==> src/rtl/fifo_burst_drain_pkg.sv <==
// Shared types and default sizing for the burst-drain block.
// Latency: n/a (package only).
// Backpressure: n/a (package only).
package fifo_drain_pkg;

  // Drain controller states: waiting for a burst trigger, or issuing reads.
  typedef enum logic {
    IDLE  = 1'b0,
    BURST = 1'b1
  } state_e;

  localparam int DEF_DATA_WIDTH = 8;
  localparam int DEF_DATA_DEPTH = 512;
  localparam int DEF_BURST_LEN  = 16;
  localparam int DEF_TIMEOUT    = 64;

  // Width of an occupancy counter able to hold 0..depth inclusive.
  function automatic int occ_width(input int depth);
    return $clog2(depth) + 1;
  endfunction

endpackage

==> src/rtl/fifo_burst_drain_if.sv <==
// Bundle of upstream-FIFO read port and downstream stream signals.
// Latency: n/a (wiring only).
// Backpressure: m_ready from the consumer, fifo_empty from the producer.
interface fifo_burst_drain_if #(
  parameter int DATA_WIDTH = 8,
  parameter int DATA_DEPTH = 512
);
  localparam int CW = $clog2(DATA_DEPTH) + 1;

  logic [DATA_WIDTH-1:0] fifo_r_data;
  logic                  fifo_empty;
  logic [CW-1:0]         fifo_fcounter;
  logic                  fifo_r_enable;
  logic [DATA_WIDTH-1:0] m_data;
  logic                  m_valid;
  logic                  m_ready;
  logic                  m_sop;
  logic                  m_eop;
  logic                  busy;

  // Drain block side.
  modport master (
    input  fifo_r_data, fifo_empty, fifo_fcounter, m_ready,
    output fifo_r_enable, m_data, m_valid, m_sop, m_eop, busy
  );

  // Environment side: upstream FIFO plus downstream consumer.
  modport slave (
    output fifo_r_data, fifo_empty, fifo_fcounter, m_ready,
    input  fifo_r_enable, m_data, m_valid, m_sop, m_eop, busy
  );
endinterface

==> src/rtl/drain_skid_buf.sv <==
// Two-entry FIFO-ordered output buffer carrying data plus sop/eop tags.
// Latency: one cycle from write to head visible on the output.
// Backpressure: head held stable while valid and not ready; caller must not overfill.
module drain_skid_buf #(
  parameter int DATA_WIDTH = 8
) (
  input  logic                  clk,
  input  logic                  reset,
  input  logic                  i_wr_vld,
  input  logic [DATA_WIDTH-1:0] i_wr_dat,
  input  logic                  i_wr_sop,
  input  logic                  i_wr_eop,
  input  logic                  i_rd_rdy,
  output logic                  o_rd_vld,
  output logic [DATA_WIDTH-1:0] o_rd_dat,
  output logic                  o_rd_sop,
  output logic                  o_rd_eop,
  output logic [1:0]            o_count
);
  // Entry layout: {sop, eop, data}.
  localparam int EW = DATA_WIDTH + 2;

  logic [EW-1:0] r_mem [2];
  logic          r_wp;
  logic          r_rp;
  logic [1:0]    r_cnt;
  logic          w_pop;
  logic          w_push;
  logic [EW-1:0] w_head;

  assign w_head   = r_mem[r_rp];
  assign o_rd_vld = reset && (r_cnt != 2'd0);
  assign w_pop    = o_rd_vld && i_rd_rdy;
  // A write into a full buffer is only legal when the head leaves the same cycle.
  assign w_push   = i_wr_vld && ((r_cnt != 2'd2) || w_pop);
  assign o_count  = r_cnt;

  // Outputs forced to zero whenever nothing is buffered.
  assign o_rd_dat = o_rd_vld ? w_head[DATA_WIDTH-1:0] : '0;
  assign o_rd_eop = o_rd_vld && w_head[DATA_WIDTH];
  assign o_rd_sop = o_rd_vld && w_head[DATA_WIDTH+1];

  // Storage, pointers and occupancy; simultaneous push and pop keeps count unchanged.
  always_ff @(posedge clk) begin
    if (!reset) begin
      r_mem[0] <= '0;
      r_mem[1] <= '0;
      r_wp     <= 1'b0;
      r_rp     <= 1'b0;
      r_cnt    <= 2'd0;
    end else begin
      if (w_push) begin
        r_mem[r_wp] <= {i_wr_sop, i_wr_eop, i_wr_dat};
        r_wp        <= ~r_wp;
      end
      if (w_pop) begin
        r_rp <= ~r_rp;
      end
      r_cnt <= r_cnt + {1'b0, w_push} - {1'b0, w_pop};
    end
  end

endmodule

==> src/rtl/fifo_burst_drain.sv <==
// Drains an upstream FIFO in bursts (full-length or on idle timeout) into a tagged stream.
// Latency: read data appears on m_data two cycles after fifo_r_enable when unstalled.
// Backpressure: reads throttled so buffered plus in-flight words never exceed two.
module fifo_burst_drain
  import fifo_drain_pkg::*;
#(
  parameter int DATA_WIDTH = DEF_DATA_WIDTH,
  parameter int DATA_DEPTH = DEF_DATA_DEPTH,
  parameter int BURST_LEN  = DEF_BURST_LEN,
  parameter int TIMEOUT    = DEF_TIMEOUT
) (
  input  logic              clk,
  input  logic              reset,
  fifo_burst_drain_if.master bus
);
  localparam int CW = occ_width(DATA_DEPTH);
  localparam int TW = $clog2(TIMEOUT + 1);

  state_e        r_state;
  logic [TW-1:0] r_timer;
  logic [CW-1:0] r_remaining;
  logic          r_first;
  logic          r_inflight;
  logic          r_if_sop;
  logic          r_if_eop;

  logic          w_rd_en;
  logic          w_m_vld;
  logic          w_pop;
  logic [1:0]    w_occ;
  logic [2:0]    w_load;
  logic          w_full_burst;
  logic          w_timed_out;

  assign w_pop        = w_m_vld && bus.m_ready;
  assign w_load       = {1'b0, w_occ} + {2'b0, r_inflight} - {2'b0, w_pop};
  assign w_full_burst = (bus.fifo_fcounter >= CW'(BURST_LEN));
  assign w_timed_out  = (r_timer == TW'(TIMEOUT)) && !bus.fifo_empty;

  // The pop term lets a read issue into a slot that is being vacated this cycle.
  assign w_rd_en = reset && (r_state == BURST) && (r_remaining != '0) &&
                   !bus.fifo_empty && (w_load < 3'd2);

  assign bus.fifo_r_enable = w_rd_en;
  assign bus.m_valid       = w_m_vld;
  assign bus.busy          = reset && ((r_state == BURST) || r_inflight || (w_occ != 2'd0));

  // Burst trigger, idle timer and remaining-read count.
  always_ff @(posedge clk) begin
    if (!reset) begin
      r_state     <= IDLE;
      r_timer     <= '0;
      r_remaining <= '0;
      r_first     <= 1'b0;
    end else begin
      case (r_state)
        IDLE: begin
          if (w_full_burst) begin
            r_state     <= BURST;
            r_remaining <= CW'(BURST_LEN);
            r_timer     <= '0;
            r_first     <= 1'b1;
          end else if (w_timed_out) begin
            r_state     <= BURST;
            r_remaining <= bus.fifo_fcounter;
            r_timer     <= '0;
            r_first     <= 1'b1;
          end else if (bus.fifo_empty) begin
            r_timer <= '0;
          end else if (r_timer != TW'(TIMEOUT)) begin
            r_timer <= r_timer + TW'(1);
          end
        end
        BURST: begin
          r_timer <= '0;
          if (w_rd_en) begin
            r_remaining <= r_remaining - CW'(1);
            r_first     <= 1'b0;
            if (r_remaining == CW'(1)) begin
              r_state <= IDLE;
            end
          end
        end
        default: begin
          r_state <= IDLE;
        end
      endcase
    end
  end

  // Track the read in flight and its burst-position tags until data returns.
  always_ff @(posedge clk) begin
    if (!reset) begin
      r_inflight <= 1'b0;
      r_if_sop   <= 1'b0;
      r_if_eop   <= 1'b0;
    end else begin
      r_inflight <= w_rd_en;
      r_if_sop   <= w_rd_en && r_first;
      r_if_eop   <= w_rd_en && (r_remaining == CW'(1));
    end
  end

  drain_skid_buf #(
    .DATA_WIDTH (DATA_WIDTH)
  ) u_skid (
    .clk      (clk),
    .reset    (reset),
    .i_wr_vld (r_inflight),
    .i_wr_dat (bus.fifo_r_data),
    .i_wr_sop (r_if_sop),
    .i_wr_eop (r_if_eop),
    .i_rd_rdy (bus.m_ready),
    .o_rd_vld (w_m_vld),
    .o_rd_dat (bus.m_data),
    .o_rd_sop (bus.m_sop),
    .o_rd_eop (bus.m_eop),
    .o_count  (w_occ)
  );

endmodule

==> src/flat_wrapper.sv <==
// flat-port wrapper written by rule: the top's interface ports become plain ports
module fifo_burst_drain_flat import fifo_drain_pkg::*;
#(
  parameter int DATA_WIDTH = DEF_DATA_WIDTH,
  parameter int DATA_DEPTH = DEF_DATA_DEPTH,
  parameter int BURST_LEN  = DEF_BURST_LEN,
  parameter int TIMEOUT    = DEF_TIMEOUT
)
  (clk, reset, bus_fifo_r_data, bus_fifo_empty, bus_fifo_fcounter, bus_m_ready, bus_fifo_r_enable, bus_m_data, bus_m_valid, bus_m_sop, bus_m_eop, bus_busy);
  fifo_burst_drain_if #(.DATA_WIDTH(DATA_WIDTH), .DATA_DEPTH(DATA_DEPTH)) bus_i ();
  input  logic clk;
  input  logic reset;
  input wire logic [$bits(bus_i.fifo_r_data)-1:0] bus_fifo_r_data;
  input wire logic [$bits(bus_i.fifo_empty)-1:0] bus_fifo_empty;
  input wire logic [$bits(bus_i.fifo_fcounter)-1:0] bus_fifo_fcounter;
  input wire logic [$bits(bus_i.m_ready)-1:0] bus_m_ready;
  output wire logic [$bits(bus_i.fifo_r_enable)-1:0] bus_fifo_r_enable;
  output wire logic [$bits(bus_i.m_data)-1:0] bus_m_data;
  output wire logic [$bits(bus_i.m_valid)-1:0] bus_m_valid;
  output wire logic [$bits(bus_i.m_sop)-1:0] bus_m_sop;
  output wire logic [$bits(bus_i.m_eop)-1:0] bus_m_eop;
  output wire logic [$bits(bus_i.busy)-1:0] bus_busy;
  assign bus_i.fifo_r_data = bus_fifo_r_data;
  assign bus_i.fifo_empty = bus_fifo_empty;
  assign bus_i.fifo_fcounter = bus_fifo_fcounter;
  assign bus_i.m_ready = bus_m_ready;
  assign bus_fifo_r_enable = bus_i.fifo_r_enable;
  assign bus_m_data = bus_i.m_data;
  assign bus_m_valid = bus_i.m_valid;
  assign bus_m_sop = bus_i.m_sop;
  assign bus_m_eop = bus_i.m_eop;
  assign bus_busy = bus_i.busy;
  fifo_burst_drain #(.DATA_WIDTH(DATA_WIDTH), .DATA_DEPTH(DATA_DEPTH), .BURST_LEN(BURST_LEN), .TIMEOUT(TIMEOUT)) u_core (.clk(clk), .reset(reset), .bus(bus_i));
endmodule
==> config.mk <==
export PLATFORM = sky130hd
export DESIGN_NAME = fifo_burst_drain_flat
export DESIGN_NICKNAME = d
export VERILOG_FILES = /design/src/rtl/fifo_burst_drain_pkg.sv /design/src/rtl/fifo_burst_drain_if.sv /design/src/rtl/drain_skid_buf.sv /design/src/rtl/fifo_burst_drain.sv /design/src/flat_wrapper.sv
export SDC_FILE = /design/constraint.sdc
export NUM_CORES = 1
export LEC_CHECK = 0
export ABC_AREA = 1
export CAP_MARGIN = 40
export CORE_MARGIN = 3
export CORE_UTILIZATION = 47
export CTS_CLUSTER_DIAMETER = 40
export CTS_CLUSTER_SIZE = 20
export DETAILED_ROUTE_END_ITERATION = 6
export HOLD_SLACK_MARGIN = 0.02
export PLACE_DENSITY = 0.69
export SETUP_SLACK_MARGIN = 0.05
export SLEW_MARGIN = 20
export SYNTH_ARGS = -nofsm -noshare
export SYNTH_HDL_FRONTEND = slang
export SYNTH_SLANG_ARGS = --single-unit
==> constraint.sdc <==
create_clock -name clk -period 11.3 [get_ports clk]
set_input_delay 2.825 -clock clk [delete_from_list [all_inputs] [get_ports clk]]
set_output_delay 2.825 -clock clk [all_outputs]
set_load 0.1 [all_outputs]
==> results of run 1 <==
## cells by family (layout without fill, tap and decap cells)
kind of cell	count (synthesis)	after routing	synth area share, %
and+or+nand+nor	174	174	31.0
xor gates and xnor gates	6	6	2.06
AOI/OAI and AO/OA	14	14	2.79
buffers and inverters	64	112	10.4
muxes	10	10	4.41
adders and majority gates	9	9	4.70
DFF	47	47	44.7
## synth_stat cells
| master | number | share of area [%] |
|---|---|---|
| nor3b_2 | 1 | 0.49 |
| a21oi_1 | 6 | 1.2 |
| clkbuf_1 | 2 | 0.29 |
| xor2_1 | 6 | 2.1 |
| nand4_1 | 1 | 0.25 |
| fa_1 | 1 | 0.78 |
| nand3b_1 | 1 | 0.29 |
| nand2_2 | 5 | 1.2 |
| a31oi_1 | 1 | 0.25 |
| nand3_1 | 27 | 5.3 |
| inv_4 | 1 | 0.25 |
| nor2_1 | 55 | 8.1 |
| o21ai_0 | 7 | 1.4 |
| inv_1 | 53 | 7.8 |
| mux2_2 | 10 | 4.4 |
| clkinv_1 | 1 | 0.15 |
| or2_1 | 1 | 0.25 |
| edfxtp_1 | 20 | 24 |
| ha_1 | 8 | 3.9 |
| nand2_4 | 1 | 0.44 |
| nand2_1 | 61 | 9.0 |
| or2_2 | 1 | 0.25 |
| nor2_2 | 13 | 3.2 |
| nand3_2 | 1 | 0.39 |
| nor2_4 | 3 | 1.3 |
| dfxtp_1 | 27 | 21 |
| buf_6 | 2 | 0.88 |
| inv_2 | 1 | 0.15 |
| buf_2 | 3 | 0.59 |
| buf_4 | 1 | 0.29 |
| nor3_1 | 3 | 0.59 |
## worst max-delay path, cell delays in order
cell and delay (ns):
clkdlybuf4s50_1 0.45, buf_4 0.22, inv_4 0.10, nor2_4 0.29, nand2_2 0.13, inv_1 0.10
ha_1 0.23, or2_2 0.30, fa_1 0.51, nand2_1 0.05, a21oi_1 0.13, nand3_1 0.10
nor2_1 0.21, clkdlybuf4s50_1 0.56, buf_8 0.20
## state kept, by name, summed over array words and instances (netlist names), 2 cells and up, named ones only
| register | cells |
|---|---|
| u_core.r_remaining | 10 |
| u_core.r_timer | 7 |
| u_core.u_skid.o_count | 2 |
| u_core.u_skid.r_mem | 20 |
## worst max-delay path by stage
stage                      from                end  slack (ns)  depth (start not counted)
final                     reset  bus_fifo_r_enable        2.06                         15
after global placement    reset  bus_fifo_r_enable        1.74                         14
after detailed placement  reset  bus_fifo_r_enable        2.06                         15
after floorplan           reset  bus_fifo_r_enable        2.60                         12
after global routing      reset  bus_fifo_r_enable        1.83                         15
after CTS                 reset  bus_fifo_r_enable        2.04                         15
## metal layers
layer	GRT usage (%)	up-vias
li1	-	1094
met1	21.3	928
met2	30.3	63
met3	2.48	11
met4	7.77	0
met5	0	-
## through the flow
stage	hold slack, ns	power [mW]	cells
floorplan	0.408	0.274	324
global placement	0.413	0.297	421
detailed placement	0.427	0.310	434
CTS	0.443	0.423	442
global route	0.473	0.441	442
finish	0.437	0.420	442
## final cells by class
class / count / area [sq um]
clock buffer: 6 / 93.8
clock inverter: 2 / 13.8
fill: 469 / 1930
inverter: 56 / 213
multi-input combinational: 213 / 1150
sequential: 47 / 1140
tap: 70 / 87.6
timing repair buffer: 48 / 543
## power by group through the flow
stage / clock network [mW] / registers, mW / logic [mW]
after floorplan: 0 / 0.195 / 0.0789
after global placement: 0 / 0.198 / 0.0994
after detailed placement: 0 / 0.198 / 0.112
after CTS: 0.117 / 0.194 / 0.112
after global routing: 0.122 / 0.196 / 0.123
final: 0.115 / 0.194 / 0.111
==> impl_metrics.toml, run 1 <==
[setup_path]
rr_endpoint = "u_core.r_remaining[4]$_SDFFE_PN0P_"
rrSetupSlack_ns = 8.24
worst_setup_path_start_kind = "primary input"
arrival_ns = 6.42
reg2reg_depth = 14
reg2reg_from = "u_core.u_skid.o_count[1]$_SDFF_PN0_"
cp_max_fo = 16
crit_required_ns = 8.48
cp-end-kind = "primary output"
crit_type = "primary input to primary output"

[finish]
final_common_cell = "nand2_1"
syn2layout_area_growth_pct = 26.8
drive_gt1_share_pct = 15.9
nets = 402
mostFrequentLayoutCells = "61 x nand2_1, 55 x nor2_1, 53 x inv_1"
fin_area_sq_mm = 0.00324
fin_util_pct = 62.7
antenna_cells = 0

[placed_design]
place_area_sq_mm = 0.00313
dp_hpwl_mm = 3.91
dp_slack_ns = 2.06
gp_congestion = 0.875
port-buffer-count = 34

[worst_hold_path]
min_to = "u_core.r_if_sop$_SDFF_PN0_"
whs_path_depth = 2
hp-start = "u_core.r_first$_SDFFE_PN0P_"
worstHoldPathType = "flip-flop to flip-flop"

[sta]
rsz0062_at_grt = "false"
skew_ns = 0.00308
max_freq_ghz = 0.108
finalHoldViolCount = 0
tns_ns = 0
setup_ws_ns = 2.06
slew_headroom_pct = 63.7
slew_violations = 0
worst_slew_pin_slew_ns = 0.543
fin_crit_sh_pct = 81.8
layout_min_cycle_time_ns = 9.24
setup_viol = 0

[outcome]
status = "completed"

[cts]
cts_buffer_depth = 2
cts-buffers-inserted = 5
cts.sink_count = 47
clkSlewWorstSetupHoldPaths_ns = 0.09
root_buffer = "clkbuf_8"
postCtsSetupBuffers = 0
clk-insertion-delay-late_ns = 0.30
postCtsHoldBufs = 0
cts_tree = "yes"
cts.repair.resized = 0
htreeDepth = 2

[route]
wl_mm = 5.11
wl_met1_mm = 2.34
wire_per_inst_um = 11.6
via_per_inst = 4.74
detailroute.wirelength.met3_um = 246
route.detailed.drc = 0
route.met2.wl_mm = 2.41
ant_nets = 0
drt-pass1-iter-count = 4
vias = 2096
drt_iter0_drc = 114
top_layer = "met4"

[global_route]
antenna_found_initial = 0
grt_usage_pct = 17.4
grt_overflow_total = 0
grt_pass1_vias = 2056
grt_max_degree = 17
grt_pass1_wl_mm = 8.73

[synth]
synth-seq-cells = 47
ys_seq_area_share_pct = 44.7
ys_types = 31
postSynthNetCount = 355
syn_avg_cell_area_sq_um = 7.89
yosys_warnings = 0
netlist_area_sq_mm = 0.00255
synthCells = 324

[pwr]
intPower_mw = 0.286
ir_worst_vdd_mv = 0.0771
clockPowerShare_pct = 27.3
p_sw_share_pct = 32.0
p_switching_mw = 0.134
power_frac_comb_pct = 26.5
pwr-share-seq_pct = 46.2
p_leak_nw = 1.47
powerDensity_mw_per_mm2 = 130

[flow_run]
maxCapViolations = 0

[die]
die_w_um = 79.7
dieArea_sq_mm = 0.00636
ios = 35
initial_core_util_pct = 49.4
fp.coreArea_sq_mm = 0.00517
num_rows = 26
die_h_um = 79.7
Note: power is estimated with default switching activity, not from simulation.
==> inputs of run 2 (changes only) <==
- clock period: 11.3 -> 9.57 ns (I/O delays scaled with it)
==> run 2 against run 1 <==
Compared with the run above:
- sequential share of layout area rose by 0.37 points
- setup slack got worse by 0.49 ns
- register-to-register slack got worse by 1.7 ns
- sequential cell count did not move
- power rose by 15%
- critical path type unchanged
==> impl_metrics.toml, run 2 (synthesis results as in run 1) <==
[sta]
slew_headroom_pct = 62.3
finalHoldViolCount = 0
worst_slew_pin_slew_ns = 0.564
skew_ns = 0.00626
fin_crit_sh_pct = 83.6
slew_violations = 0
rsz0062_at_grt = "false"
layout_min_cycle_time_ns = 8.00
hold_slack_ns = 0.431
setup_viol = 0
tns_ns = 0
max_freq_ghz = 0.125
setup_ws_ns = 1.57

[global_route]
grt_usage_pct = 17.4
grt_pass1_vias = 2052
antenna_found_initial = 0
grt_pass1_wl_mm = 8.58
grt_overflow_total = 0
grt_max_degree = 17

[cts]
cts.sink_count = 47
clk-insertion-delay-late_ns = 0.30
cts_buffer_depth = 2
htreeDepth = 2
cts.repair.resized = 0
clkSlewWorstSetupHoldPaths_ns = 0.09
postCtsHoldBufs = 0
cts_tree = "yes"
postCtsSetupBuffers = 0
root_buffer = "clkbuf_8"
cts-buffers-inserted = 5

[setup_path]
worst_setup_path_start_kind = "primary input"
reg2reg_depth = 14
arrival_ns = 5.61
crit_end = "bus_fifo_r_enable"
cp-end-kind = "primary output"
reg2reg_from = "u_core.u_skid.o_count[1]$_SDFF_PN0_"
cp_max_fo = 16
crit_type = "primary input to primary output"
crit_start = "reset"
crit_required_ns = 7.18
rr_endpoint = "u_core.r_remaining[4]$_SDFFE_PN0P_"
rrSetupSlack_ns = 6.50

[finish]
reg_top3 = "u_core.u_skid.r_mem: 20 flops, u_core.r_remaining: 10 flops, u_core.r_timer: 7 flops"
fin_cells = 441
fin_area_sq_mm = 0.00321
antenna_cells = 0
syn2layout_area_growth_pct = 25.5
mostFrequentLayoutCells = "61 x nand2_1, 55 x nor2_1, 53 x inv_1"
nets = 401
largest_register_ffs = 20
regMostFlops = "u_core.u_skid.r_mem"
filler_cell_count = 437
final_common_cell = "nand2_1"
drive_gt1_share_pct = 15.9

[outcome]
status = "completed"

[pwr]
p_switching_mw = 0.160
p_sw_share_pct = 33.2
intPower_mw = 0.321
ir_worst_vdd_mv = 0.0612
pwr-share-seq_pct = 47.7
powerDensity_mw_per_mm2 = 150
p_leak_nw = 1.46
power_frac_comb_pct = 26.9
clockPowerShare_pct = 25.3

[die]
ios = 35
dieArea_sq_mm = 0.00636
initial_core_util_pct = 49.4
die_w_um = 79.7
num_rows = 26
die_h_um = 79.7
fp.coreArea_sq_mm = 0.00517

[route]
detailroute.wirelength.met3_um = 151
route.detailed.drc = 0
wl_mm = 5.09
top_layer = "met4"
route.met2.wl_mm = 2.64
via_per_inst = 4.66
drt_iter0_drc = 68
vias = 2054
ant_nets = 0
drt-pass1-iter-count = 4
wire_per_inst_um = 11.5
wl_met1_mm = 2.27

[placed_design]
dp_slack_ns = 1.59
place_area_sq_mm = 0.00312
port-buffer-count = 34
dp_hpwl_mm = 3.83
placed_cells = 433
gp_congestion = 0.858

[flow_run]
maxCapViolations = 0

[worst_hold_path]
worstHoldPathType = "flip-flop to flip-flop"
## run 2: cell count changes in the layout (fill, tap and decap cells not counted)
| cell | change |
|---|---|
| clkdlybuf4s50_1 | -1 |
| buf_8 | -1 |
| buf_4 | +1 |
| clkbuf_16 | -1 |
| inv_6 | +1 |
## run 2: routing by layer
metal	up-vias	GRT usage [%]
li1	1092	-
met2	32	33.1
met4	0	5.41
met5	-	0
met1	928	19.2
met3	2	3.39
## run 2: power groups by stage
stage | logic, mW | clock network, mW | registers [mW]
2_1_floorplan | 0.0932 | 0 | 0.230
3_3_place_gp | 0.117 | 0 | 0.234
3_5_place_dp | 0.130 | 0 | 0.234
4_1_cts | 0.130 | 0.125 | 0.230
5_1_grt | 0.143 | 0.132 | 0.231
6_report | 0.130 | 0.122 | 0.230
## run 2: worst max-delay path, stage by stage
cell and delay, ns:
clkdlybuf4s50_1 0.45, buf_4 0.22, inv_4 0.10, nor2_4 0.29, nand2_2 0.12, inv_1 0.10
ha_1 0.23, or2_2 0.31, fa_1 0.52, nand2_1 0.06, a21oi_1 0.13, nand3_1 0.11
nor2_1 0.23, buf_4 0.34
## run 2: how the worst min path moves through the flow
stage / from / endpoint / slack (ns) / cells after the start
2_1_floorplan: u_core.r_first$_SDFFE_PN0P_ / u_core.r_if_sop$_SDFF_PN0_ / 0.41 / 2
3_3_place_gp: u_core.r_first$_SDFFE_PN0P_ / u_core.r_if_sop$_SDFF_PN0_ / 0.41 / 2
3_5_place_dp: u_core.r_first$_SDFFE_PN0P_ / u_core.r_if_sop$_SDFF_PN0_ / 0.42 / 2
4_1_cts: u_core.r_first$_SDFFE_PN0P_ / u_core.r_if_sop$_SDFF_PN0_ / 0.44 / 2
5_1_grt: u_core.r_first$_SDFFE_PN0P_ / u_core.r_if_sop$_SDFF_PN0_ / 0.46 / 2
6_report: u_core.r_first$_SDFFE_PN0P_ / u_core.r_if_sop$_SDFF_PN0_ / 0.43 / 2
## run 2: area by class of cell
cell class	count	area, sq um	share of cell area [%]
Sequential cell	47	1140	35.6
Inverter	56	213	6.63
Clock inverter	3	22.5	0.702
Multi-Input combinational cell	213	1150	35.8
Clock buffer	5	68.8	2.15
Timing Repair Buffer	47	526	16.4
Tap cell	70	87.6	2.73
## run 2: through the flow
step / utilization (%) / total power [mW]
2_1_floorplan: - / 0.323
3_3_place_gp: 56.7 / 0.351
3_5_place_dp: 60.2 / 0.364
4_1_cts: 62.0 / 0.485
5_1_grt: 62.0 / 0.506
6_report: 62.0 / 0.481
==> inputs of run 3 (changes only) <==
- clock period: 9.57 -> 7.85 ns (I/O delays scaled with it)
==> run 3 against run 2 <==
Compared with the run above:
- sequential share of layout area about the same
- via count increased by 1.7%
- final cell count unchanged
- sequential cell count unchanged
- sequential power increased by 21%
- combinational power increased by 22%
- setup slack got worse by 0.65 ns
- final area about the same
- worst hold slack improved by 0.0012 ns
- critical endpoint unchanged
- largest cell class unchanged
- global-route usage decreased by 0.49 points
- utilization about the same
- register-to-register slack got worse by 1.7 ns
==> impl_metrics.toml, run 3 (synthesis results as in run 1) <==
[cts]
cts-buffers-inserted = 5
cts_tree = "yes"
clk-insertion-delay-late_ns = 0.30
cts.sink_count = 47
postCtsHoldBufs = 0
postCtsSetupBuffers = 0
root_buffer = "clkbuf_8"
htreeDepth = 2
clkSlewWorstSetupHoldPaths_ns = 0.08
cts_buffer_depth = 2
cts.repair.resized = 0

[setup_path]
crit_required_ns = 5.89
crit_type = "primary input to primary output"
worst_setup_path_start_kind = "primary input"
rrSetupSlack_ns = 4.77
cp-end-kind = "primary output"
cp_max_fo = 12
arrival_ns = 4.97

[sta]
tns_ns = 0
max_freq_ghz = 0.144
skew_ns = 0.00772
slew_headroom_pct = 66.0
finalHoldViolCount = 0
fin_crit_sh_pct = 88.3
slew_violations = 0
worst_slew_pin_slew_ns = 0.508
setup_viol = 0
layout_min_cycle_time_ns = 6.93
hold_slack_ns = 0.433
rsz0062_at_grt = "false"

[route]
drt_iter0_drc = 87
ant_nets = 0
via_per_inst = 4.73
route.detailed.drc = 0
vias = 2088
wire_per_inst_um = 11.2
wl_mm = 4.95
drt-pass1-iter-count = 4

[die]
die_h_um = 79.7
initial_core_util_pct = 49.4
ios = 35
dieArea_sq_mm = 0.00636
num_rows = 26
fp.coreArea_sq_mm = 0.00517
die_w_um = 79.7

[finish]
largest_register_ffs = 20
filler_cell_count = 466
drive_gt1_share_pct = 15.4
fin_cells = 441
regMostFlops = "u_core.u_skid.r_mem"
final_common_cell = "nand2_1"
nets = 401
fin_area_sq_mm = 0.00321
mostFrequentLayoutCells = "61 x nand2_1, 55 x nor2_1, 53 x inv_1"
syn2layout_area_growth_pct = 25.6
antenna_cells = 0
reg_top3 = "u_core.u_skid.r_mem: 20 flops, u_core.r_remaining: 10 flops, u_core.r_timer: 7 flops"

[placed_design]
placed_cells = 433
port-buffer-count = 34
place_area_sq_mm = 0.00313
gp_congestion = 0.845
dp_hpwl_mm = 3.80

[global_route]
grt_pass1_wl_mm = 8.47
grt_max_degree = 16
grt_pass1_vias = 2047
grt_overflow_total = 0
grt_usage_pct = 16.9
antenna_found_initial = 0

[pwr]
intPower_mw = 0.390
powerDensity_mw_per_mm2 = 179
clockPowerShare_pct = 24.0
p_switching_mw = 0.186
power_frac_comb_pct = 27.5
p_leak_nw = 1.46
total_power_mw = 0.576
p_sw_share_pct = 32.3
ir_worst_vdd_mv = 0.0951
pwr-share-seq_pct = 48.5

[flow_run]
maxCapViolations = 0

[worst_hold_path]
worstHoldPathType = "flip-flop to flip-flop"

[outcome]
status = "completed"
## run 3: cell count changes in the layout (fill, tap and decap cells not counted), sizes merged
cell | previous run | this run
clkbuf | 5 | 6
inv | 56 | 55
## run 3: path summary, 6_finish.rpt
path,from,to,depth (start not counted)
worst max-delay path,reset,bus_fifo_r_enable,13
worst min-delay path,u_core.r_first$_SDFFE_PN0P_,u_core.r_if_sop$_SDFF_PN0_,2
worst max register to register,u_core.u_skid.o_count[1]$_SDFF_PN0_,u_core.r_remaining[9]$_SDFFE_PN0P_,13
worst min register to register,u_core.r_first$_SDFFE_PN0P_,u_core.r_if_sop$_SDFF_PN0_,2
## run 3: area by class of cell
| class | count | area, sq um | area share, % |
|---|---|---|---|
| repair buffers | 47 | 538 | 16.8 |
| inverters | 56 | 213 | 6.63 |
| clock inverters | 2 | 8.76 | 0.273 |
| multi-input cells | 213 | 1150 | 35.8 |
| clock buffers | 6 | 72.6 | 2.26 |
| well taps | 70 | 87.6 | 2.73 |
| flip-flops and latches | 47 | 1140 | 35.6 |
## run 3: power groups by stage
stage	Sequential (mW)	Combinational, mW	Clock, mW
floorplan	0.281	0.114	0
global placement	0.285	0.143	0
detailed placement	0.285	0.160	0
CTS	0.280	0.160	0.143
global route	0.281	0.176	0.150
finish	0.279	0.159	0.138
## run 3: per-stage QoR
step           setup WS, ns  utilization [%]
2_1_floorplan         0.877                -
3_3_place_gp          0.990             57.0
3_5_place_dp          0.906             60.5
4_1_cts               0.911             62.0
5_1_grt               0.664             62.0
6_report              0.921             62.0
## run 3: routing by layer
metal / vias up / part of all wire (%) / GRT usage, %
li1: 1086 / - / -
met4: 0 / 1.3 / 5.24
met2: 44 / 51 / 32.6
met3: 6 / 4.4 / 3.16
met1: 952 / 43 / 18.3
met5: - / 0 / 0
## run 3: worst max-delay path: stages
cell             delay, ns
clkdlybuf4s50_1       0.52
inv_4                 0.09
nor2_4                0.28
nand2_2               0.13
inv_1                 0.10
ha_1                  0.22
or2_2                 0.30
fa_1                  0.51
nand2_1               0.07
a21oi_1               0.14
nand3_1               0.11
nor2_1                0.30
buf_12                0.22
